===== config.mk =====
export PLATFORM = sky130hd
export DESIGN_NAME = timer_ctrl_flat
export DESIGN_NICKNAME = d
export VERILOG_FILES = /design/src/rtl/timer_ctrl_if.sv /design/src/rtl/timer_ctrl.sv /design/src/flat_wrapper.sv
export SDC_FILE = /design/constraint.sdc
export NUM_CORES = 1
export LEC_CHECK = 0
export ABC_AREA = 0
export BUFFER_PORTS_ARGS = -buffer_cell sky130_fd_sc_hd__buf_2
export CAP_MARGIN = 30
export CORE_MARGIN = 1.5
export CORE_UTILIZATION = 45
export CTS_CLUSTER_SIZE = 16
export DETAILED_ROUTE_END_ITERATION = 8
export HOLD_SLACK_MARGIN = 0.1
export PLACE_DENSITY = 0.72
export SYNTH_ARGS = -nofsm -noshare
export SYNTH_HDL_FRONTEND = slang
export SYNTH_SLANG_ARGS = --single-unit

===== constraint.sdc =====
create_clock -name clk -period 2.2 [get_ports clk]
set_clock_uncertainty 0.15 [all_clocks]
set_input_delay 0.22 -clock clk [delete_from_list [all_inputs] [get_ports clk]]
set_output_delay 0.22 -clock clk [all_outputs]
set_load 0.02 [all_outputs]

===== src/rtl/timer_ctrl_if.sv =====
// Control/status bundle between a host FSM and timer_ctrl.
// The host drives start/stop and run parameters; the timer reports count and status.
interface timer_ctrl_if #(
  parameter int WIDTH = 4,
  parameter int PRE_W = 4
);
  logic             start;
  logic             stop;
  logic             mode;
  logic [WIDTH-1:0] period;
  logic [PRE_W-1:0] presc;
  logic [WIDTH-1:0] count;
  logic             busy;
  logic             done;
  logic             tick;

  modport master (
    output start, stop, mode, period, presc,
    input  count, busy, done, tick
  );

  modport slave (
    input  start, stop, mode, period, presc,
    output count, busy, done, tick
  );
endinterface


===== src/rtl/timer_ctrl.sv =====
// Programmable start/stop timer around a WIDTH-bit up-counter: one-shot or auto-reload,
// terminal-count tick. Prescaler is built only when TIMER_CTRL_PRESCALE_EN is defined.
module timer_ctrl #(
  parameter int WIDTH = 4,
  parameter int PRE_W = 4
) (
  input  logic         clk,
  input  logic         rst,
  timer_ctrl_if.slave  bus
);
  typedef enum logic [1:0] {IDLE, RUN, DONE} state_t;

  state_t           state_q, state_d;
  logic [WIDTH-1:0] count_q, count_d;
  logic [WIDTH-1:0] p_q, p_d;
  logic             mode_q, mode_d;
  logic             tick_q, tick_d;
  logic             step;

`ifdef TIMER_CTRL_PRESCALE_EN
  logic [PRE_W-1:0] pre_q, pre_d;
  logic [PRE_W-1:0] n_q, n_d;

  assign step = (pre_q == n_q);

  // Prescaler restarts on every start/stop so a run always begins a full N+1 window.
  always_comb begin
    pre_d = pre_q;
    n_d   = n_q;
    if (bus.stop) begin
      pre_d = '0;
    end else if (bus.start) begin
      pre_d = '0;
      n_d   = bus.presc;
    end else if (state_q == RUN) begin
      pre_d = step ? '0 : pre_q + 1'b1;
    end
  end

  always_ff @(posedge clk or posedge rst) begin
    if (rst) begin
      pre_q <= '0;
      n_q   <= '0;
    end else begin
      pre_q <= pre_d;
      n_q   <= n_d;
    end
  end
`else
  logic unused_presc;
  assign unused_presc = ^bus.presc;
  assign step         = 1'b1;
`endif

  always_comb begin
    state_d = state_q;
    count_d = count_q;
    p_d     = p_q;
    mode_d  = mode_q;
    tick_d  = 1'b0;
    if (bus.stop) begin
      state_d = IDLE;
      count_d = '0;
    end else if (bus.start) begin
      state_d = RUN;
      count_d = '0;
      p_d     = bus.period;
      mode_d  = bus.mode;
    end else begin
      unique case (state_q)
        IDLE: count_d = '0;
        RUN: begin
          if (step) begin
            if (count_q == p_q) begin
              tick_d = 1'b1;
              if (mode_q) count_d = '0;
              else        state_d = DONE;
            end else begin
              count_d = count_q + 1'b1;
            end
          end
        end
        DONE: ;
        default: state_d = IDLE;
      endcase
    end
  end

  always_ff @(posedge clk or posedge rst) begin
    if (rst) begin
      state_q <= IDLE;
      count_q <= '0;
      p_q     <= '0;
      mode_q  <= 1'b0;
      tick_q  <= 1'b0;
    end else begin
      state_q <= state_d;
      count_q <= count_d;
      p_q     <= p_d;
      mode_q  <= mode_d;
      tick_q  <= tick_d;
    end
  end

  assign bus.count = count_q;
  assign bus.tick  = tick_q;
  assign bus.busy  = (state_q == RUN);
  assign bus.done  = (state_q == DONE);
endmodule


===== src/flat_wrapper.sv =====
// flat-port wrapper written by rule: the top's interface ports become plain ports
module timer_ctrl_flat 
#(
  parameter int WIDTH = 4,
  parameter int PRE_W = 4
)
  (clk, rst, bus_start, bus_stop, bus_mode, bus_period, bus_presc, bus_count, bus_busy, bus_done, bus_tick);
  timer_ctrl_if #(.WIDTH(WIDTH), .PRE_W(PRE_W)) bus_i ();
  input  logic clk;
  input  logic rst;
  input wire logic [$bits(bus_i.start)-1:0] bus_start;
  input wire logic [$bits(bus_i.stop)-1:0] bus_stop;
  input wire logic [$bits(bus_i.mode)-1:0] bus_mode;
  input wire logic [$bits(bus_i.period)-1:0] bus_period;
  input wire logic [$bits(bus_i.presc)-1:0] bus_presc;
  output wire logic [$bits(bus_i.count)-1:0] bus_count;
  output wire logic [$bits(bus_i.busy)-1:0] bus_busy;
  output wire logic [$bits(bus_i.done)-1:0] bus_done;
  output wire logic [$bits(bus_i.tick)-1:0] bus_tick;
  assign bus_i.start = bus_start;
  assign bus_i.stop = bus_stop;
  assign bus_i.mode = bus_mode;
  assign bus_i.period = bus_period;
  assign bus_i.presc = bus_presc;
  assign bus_count = bus_i.count;
  assign bus_busy = bus_i.busy;
  assign bus_done = bus_i.done;
  assign bus_tick = bus_i.tick;
  timer_ctrl #(.WIDTH(WIDTH), .PRE_W(PRE_W)) u_core (.clk(clk), .rst(rst), .bus(bus_i));
endmodule

==> run summary, run 1 <==
Synth Register Bits: 12
Syn Area/Cell: 11.0 um2
ANT cells: 0
Hold Crit Class: in2reg
CTS max path bufs: 2
EDFF count, synth: 0
DRC viols: 0
Status: completed
Final hold vios: 0
DR vias: 466
RePlAce Congestion: 0.765
CTS tree: yes
Top post-synthesis cells by count: 12 x dfrtp_1, 5 x mux2_2, 4 x nor2_1, 4 x xnor2_1
Clk Latency, worst-skew pair: 0.27 ns
Yosys warns: 0
Vias in the first global route: 445
Vias/cell: 5.07
Max Transition Viols Final: 0
Cell Int Power: 337 uW
Core area: 1270 um2
Cells after Synth: 55
Full die area: 1570 um2
Buffers and inverters on the worst path: 0
Root Buffer: clkbuf_4
First DRT Iteration DRCs: 4
Pwr dens: 584 nW/um2
PortBufs: 15
Routed Antenna Nets: 0
Highest cell delay on the worst timing path: 0.64 ns
Worst-path cell chain: or4b_1 > or4_1 > o211ai_1
Clock share of power: 29.9%
Critical path class: reg2reg
First drt pass iteration count: 2
Largest net degree at the start of global routing: 13
Setup bufs post-CTS: 0
Syn_nets: 69
Final period util: 85.5%
Clock Pin Slew Worst Setup and Hold Paths: 0.07 ns
Post-synth cell types: 25
Number of max-cap violations: 0
Post-synth top area share: 49.8%
Site row count: 13
Htree depth: 1
Worst slack, placed: 0.325 ns
Unrepaired setup endpoints after global routing: false
Leading area contributor after synthesis: dfrtp_1
WL per Instance: 11.8 um
Total power: 450 uW
Die W: 39.6 um
Max-slew headroom: 56.7%
Setup_tns: 0 ns
CP required: 2.24 ns
Setup crit start kind: flop
Comb power frac: 14.5%
Maximum VDD drop: 0.439 mV
CTS Sinks: 12
Register share of total power: 55.6%
Max frequency: 532 MHz
Fin nets: 93
CP arrival: 1.92 ns
Number of top-level pins: 20
Sequential-to-total area share from yosys stat: 49.8%
GRT Total Usage: 18.7%
FFs w/ async S/R, synth: 100%
Share of layout cells above drive strength 1: 29.9%
Initial antenna violation count: 0
CP top delay family: simple AND/OR/NAND/NOR gates
Most numerous cell in the Yosys netlist: dfrtp_1
Switching power total: 113 uW
Setup crit end kind: flop
Routed WL: 1.08 mm
Starting Density: 47.5%
Slowest CP cell: or4b_1
Sw frac: 25.0%
Setup Viol. Count Final: 0
Top fanout value on the critical path: 7
Main synth FF type: dfrtp_1
Area growth, synth to finish: 27.8%
Lkg Pwr: 0.366 nW
CTS Buf Count: 3
Tmin final: 1.88 ns
Dpl hpwl: 813 um
Synth top area cells: dfrtp_1 50%, mux2_2 9.3%, xnor2_1 5.8%
Worst slew pin tran: 0.640 ns
Synthesized area: 603 um2
Die Ht: 39.6 um
Grt ovf: 0
First-pass GRT wire length: 1.87 mm
Setup ws final: 0.319 ns
==> power groups by stage <==
| stage | sequential, mW | clock, mW | combinational (mW) |
|---|---|---|---|
| floorplan | 0.253 | 0 | 0.0415 |
| global placement | 0.254 | 0 | 0.0560 |
| detailed placement | 0.255 | 0 | 0.0580 |
| CTS | 0.251 | 0.138 | 0.0660 |
| global route | 0.253 | 0.151 | 0.0730 |
| finish | 0.250 | 0.135 | 0.0653 |
==> area by class of cell <==
type | instances | area [um2]
inverters | 3 | 11.3
multi-input cells | 38 | 283
flip-flops and latches | 12 | 300
well taps | 15 | 18.8
fillers | 116 | 498
clock buffers | 3 | 22.5
repair buffers | 21 | 135
==> tightest hold or removal path, cell delays in order <==
cell and delay (ns):
buf_2 0.10, nor2_1 0.06, a21o_1 0.15
==> metal layers <==
layer / global-route usage, % / wire, um
met5: 0 / 0
met2: 27.5 / 478
met4: 12.9 / 23
met1: 23.2 / 533
met3: 5.11 / 48
==> path summary, 6_finish.rpt <==
path,startpoint,endpoint,slack [ns],depth (start not counted)
worst max register to register,u_core.state_q[1],u_core.bus.count[2],0.32,3
max in group asynchronous,rst,u_core.bus.count[2],1.24,3
worst max-delay path,u_core.state_q[1],u_core.bus.count[2],0.32,3
worst min-delay path,bus_stop,u_core.state_q[1],0.14,3
min in group asynchronous,rst,u_core.p_q[0],0.35,3
worst min register to register,u_core.p_q[3],u_core.p_q[3],0.38,1
==> kinds of logic after synthesis <==
logic type	Yosys count	share of synthesized area [%]
adder cells (fa/ha/maj)	1	2.07
buffers and inverters	5	3.32
AO/OA/AOI/OAI	9	11.0
XOR/XNOR	4	5.81
multiplexers	5	9.34
flip-flops	12	49.8
AND/OR/NAND/NOR	19	18.7
==> what timing repair did <==
| item | in CTS | in global routing |
|---|---|---|
| gates resized for setup | 0 | 0 |
| endpoints found under the hold margin | 17 | 0 |
| hold buffers | 6 | 0 |
==> flip-flops by register name, indices dropped and copies added (netlist names) <==
name              count
u_core.bus.tick       1
u_core.mode_q         1
u_core.state_q        2
u_core.bus.count      4
u_core.p_q            4
==> cells in the final DEF, fill, tap and decap left out <==
cell type / Yosys / final
buf_2: 1 / 15
dfrtp_1: 12 / 12
dlygate4sd3_1: 0 / 6
mux2_2: 5 / 5
nor2_1: 4 / 4
xnor2_1: 4 / 4
nor2b_1: 3 / 3
inv_1: 3 / 3
o211ai_1: 3 / 3
clkbuf_4: 0 / 3
or4_1: 2 / 2
nor3_1: 2 / 2
o21ai_0: 2 / 2
nand2_1: 1 / 1
nor4b_1: 1 / 1
nand4_1: 1 / 1
or4b_1: 1 / 1
nand3_1: 1 / 1
and3_1: 1 / 1
and2b_1: 1 / 1
a21o_1: 1 / 1
o31ai_1: 1 / 1
a22o_1: 1 / 1
a32o_1: 1 / 1
nand2b_1: 1 / 1
ha_1: 1 / 1
==> metrics by stage <==
step | utilization, % | area (um2) | hold WS (ns) | std cells
after CTS | 60.7 | 771 | 0.136 | 92
after global routing | 60.7 | 771 | 0.149 | 92
after global placement | 54.2 | 688 | 0.0910 | 83
after floorplan | - | 603 | -0.0653 | 55
after detailed placement | 54.2 | 688 | 0.0987 | 83
final | 60.7 | 771 | 0.140 | 92
No activity file was read; power rests on OpenSTA's default activity.
==> run 2: changes to the inputs <==
--- a/config.mk
+++ b/config.mk
@@ -13,7 +13,7 @@
 export CTS_CLUSTER_SIZE = 16
 export DETAILED_ROUTE_END_ITERATION = 8
 export HOLD_SLACK_MARGIN = 0.1
-export PLACE_DENSITY = 0.72
+export PLACE_DENSITY = 0.75
 export SYNTH_ARGS = -nofsm -noshare
 export SYNTH_HDL_FRONTEND = slang
 export SYNTH_SLANG_ARGS = --single-unit
==> run 2 against run 1 <==
Clock power up 30%. Routed wire length up 3.0%. Critical path depth unchanged. Sequential share of layout area down 1.0 points. Cell area up 2.8%. Die area unchanged. Largest cell class unchanged. Largest power group unchanged.
==> run summary, run 2 (synthesis results as in run 1) <==
Final period util: 87.5% (+2.0 points)
Share of layout cells above drive strength 1: 31.6% (+1.8 points)
Die W: 39.6 um (unchanged)
Sink of the worst hold path: u_core.state_q[1]
Max frequency: 519 MHz (-2.3%)
Core area: 1270 um2 (unchanged)
Routed WL: 1.12 mm (+3.0%)
Placed cell areas: 696 um2 (+1.1%)
CP arrival: 1.96 ns (+0.04 ns)
Max-slew headroom: 57.7% (+1.0 points)
Area growth, synth to finish: 31.3%
Top fanout value on the critical path: 7 (unchanged)
Post-CTS sizing: 0 (unchanged)
Vias/cell: 5.04 (-0.45%)
Hold Path Stages: 3 (unchanged)
Die Ht: 39.6 um (unchanged)
Clock Pin Slew Worst Setup and Hold Paths: 0.08 ns (about the same)
Hold Crit Class: in2reg
Number of max-cap violations: 0 (unchanged)
Maximum VDD drop: 0.367 mV (-16%)
Root Buffer: clkbuf_4
First drt pass iteration count: 2 (unchanged)
Fill cell count: 114 (-1.7%)
Grt ovf: 0 (unchanged)
Critical path class: reg2reg
Setup crit start kind: flop
CTS Hold Bufs: 6 (unchanged)
CTS max path bufs: 2 (unchanged)
Site row count: 13 (unchanged)
Hold_sp: bus_stop
Status: completed
First-pass GRT wire length: 1.91 mm (+2.2%)
Pwr dens: 624 nW/um2 (+6.8%)
Number of top-level pins: 20 (unchanged)
Final hold vios: 0 (unchanged)
First DRT Iteration DRCs: 1 (-3)
DR vias: 474 (+1.7%)
Routed Antenna Nets: 0 (unchanged)
Lkg Pwr: 0.378 nW (+3.1%)
CTS tree: yes
ANT cells: 0 (unchanged)
CP required: 2.23 ns (about the same)
Most frequent cells in the layout: 15 x buf_2, 12 x dfrtp_1, 6 x dlygate4sd3_1
Initial antenna violation count: 0 (unchanged)
CTS Buf Count: 3 (unchanged)
Vias in the first global route: 462 (+3.8%)
GRT Total Usage: 19.0% (+0.26 points)
DRC viols: 0 (unchanged)
Dpl hpwl: 828 um (+1.8%)
Reg2reg start: u_core.state_q[1]
Worst r2r dst: u_core.bus.count[3]
R2R setup slack: 0.27 ns (-0.04 ns)
Fin nets: 94 (+1.1%)
Area of the multi-input gates: 283 um2 (unchanged)
Setup Viol. Count Final: 0 (unchanged)
Unrepaired setup endpoints after global routing: false
Commonest non-fill, non-tap cell in the layout: buf_2
CTS Sinks: 12 (unchanged)
Largest net degree at the start of global routing: 13 (unchanged)
Tmin final: 1.93 ns (+0.0448 ns)
WL per Instance: 11.9 um (+0.85%)
Total power: 494 uW (+9.7%)
Critical Path Source: u_core.state_q[1]
Setup crit end kind: flop
PortBufs: 15 (unchanged)
Reg area: 300 um2 (unchanged)
Setup_tns: 0 ns (unchanged)
Max Transition Viols Final: 0 (unchanged)
Setup bufs post-CTS: 0 (unchanged)
Final Instance Area: 792 um2 (+2.8%)
Full die area: 1570 um2 (unchanged)
Starting Density: 47.5% (unchanged)
Htree depth: 1 (unchanged)
Clk Latency, worst-skew pair: 0.27 ns (about the same)
RePlAce Congestion: 0.784 (+2.4%)
Worst slew pin tran: 0.625 ns (-0.0151 ns)
R2R depth: 3 (unchanged)
[run 2: power breakdown]
part,internal [mW],switching [mW],total [mW]
clock network,0.101,0.0757,0.176
logic,0.0394,0.0285,0.0679
registers,0.237,0.0135,0.250
total,0.376,0.118,0.494
[run 2: metrics by stage]
| step | cells | utilization [%] | hold slack [ns] | setup WS [ns] |
|---|---|---|---|---|
| after floorplan | 55 | - | -0.0653 | 0.396 |
| after global placement | 84 | 54.8 | 0.0884 | 0.341 |
| after detailed placement | 84 | 54.8 | 0.0960 | 0.302 |
| after CTS | 94 | 62.4 | 0.134 | 0.279 |
| after global routing | 94 | 62.4 | 0.152 | 0.189 |
| final | 94 | 62.4 | 0.140 | 0.275 |
[run 2: area by class of cell]
cell class                 count  area share (%)
multi-input combinational     38            35.7
tap                           15            2.37
sequential                    12            37.9
inverter                       3            1.42
clock buffer                   4            4.58
timing repair buffer          22            18.0
[run 2: routing by layer]
metal	up-vias	wire, um	global-route usage [%]
met4	0	10	10.3
li1	244	-	-
met5	-	0	0
met3	2	45	5.11
met1	217	536	19.8
met2	11	525	33.6
[run 2: worst max path at each step]
| stage | endpoint | slack, ns |
|---|---|---|
| 2_1_floorplan | u_core.bus.count[3] | 0.40 |
| 3_3_place_gp | u_core.bus.count[2] | 0.34 |
| 3_5_place_dp | u_core.bus.count[3] | 0.30 |
| 4_1_cts | u_core.bus.count[3] | 0.28 |
| 5_1_grt | u_core.bus.count[2] | 0.19 |
| 6_report | u_core.bus.count[3] | 0.27 |
[run 2: worst max-delay path: stages (launching register included)]
cell      delay, ns
dfrtp_1        0.42
or4b_1         0.66
or4_1          0.50
o211ai_1       0.11
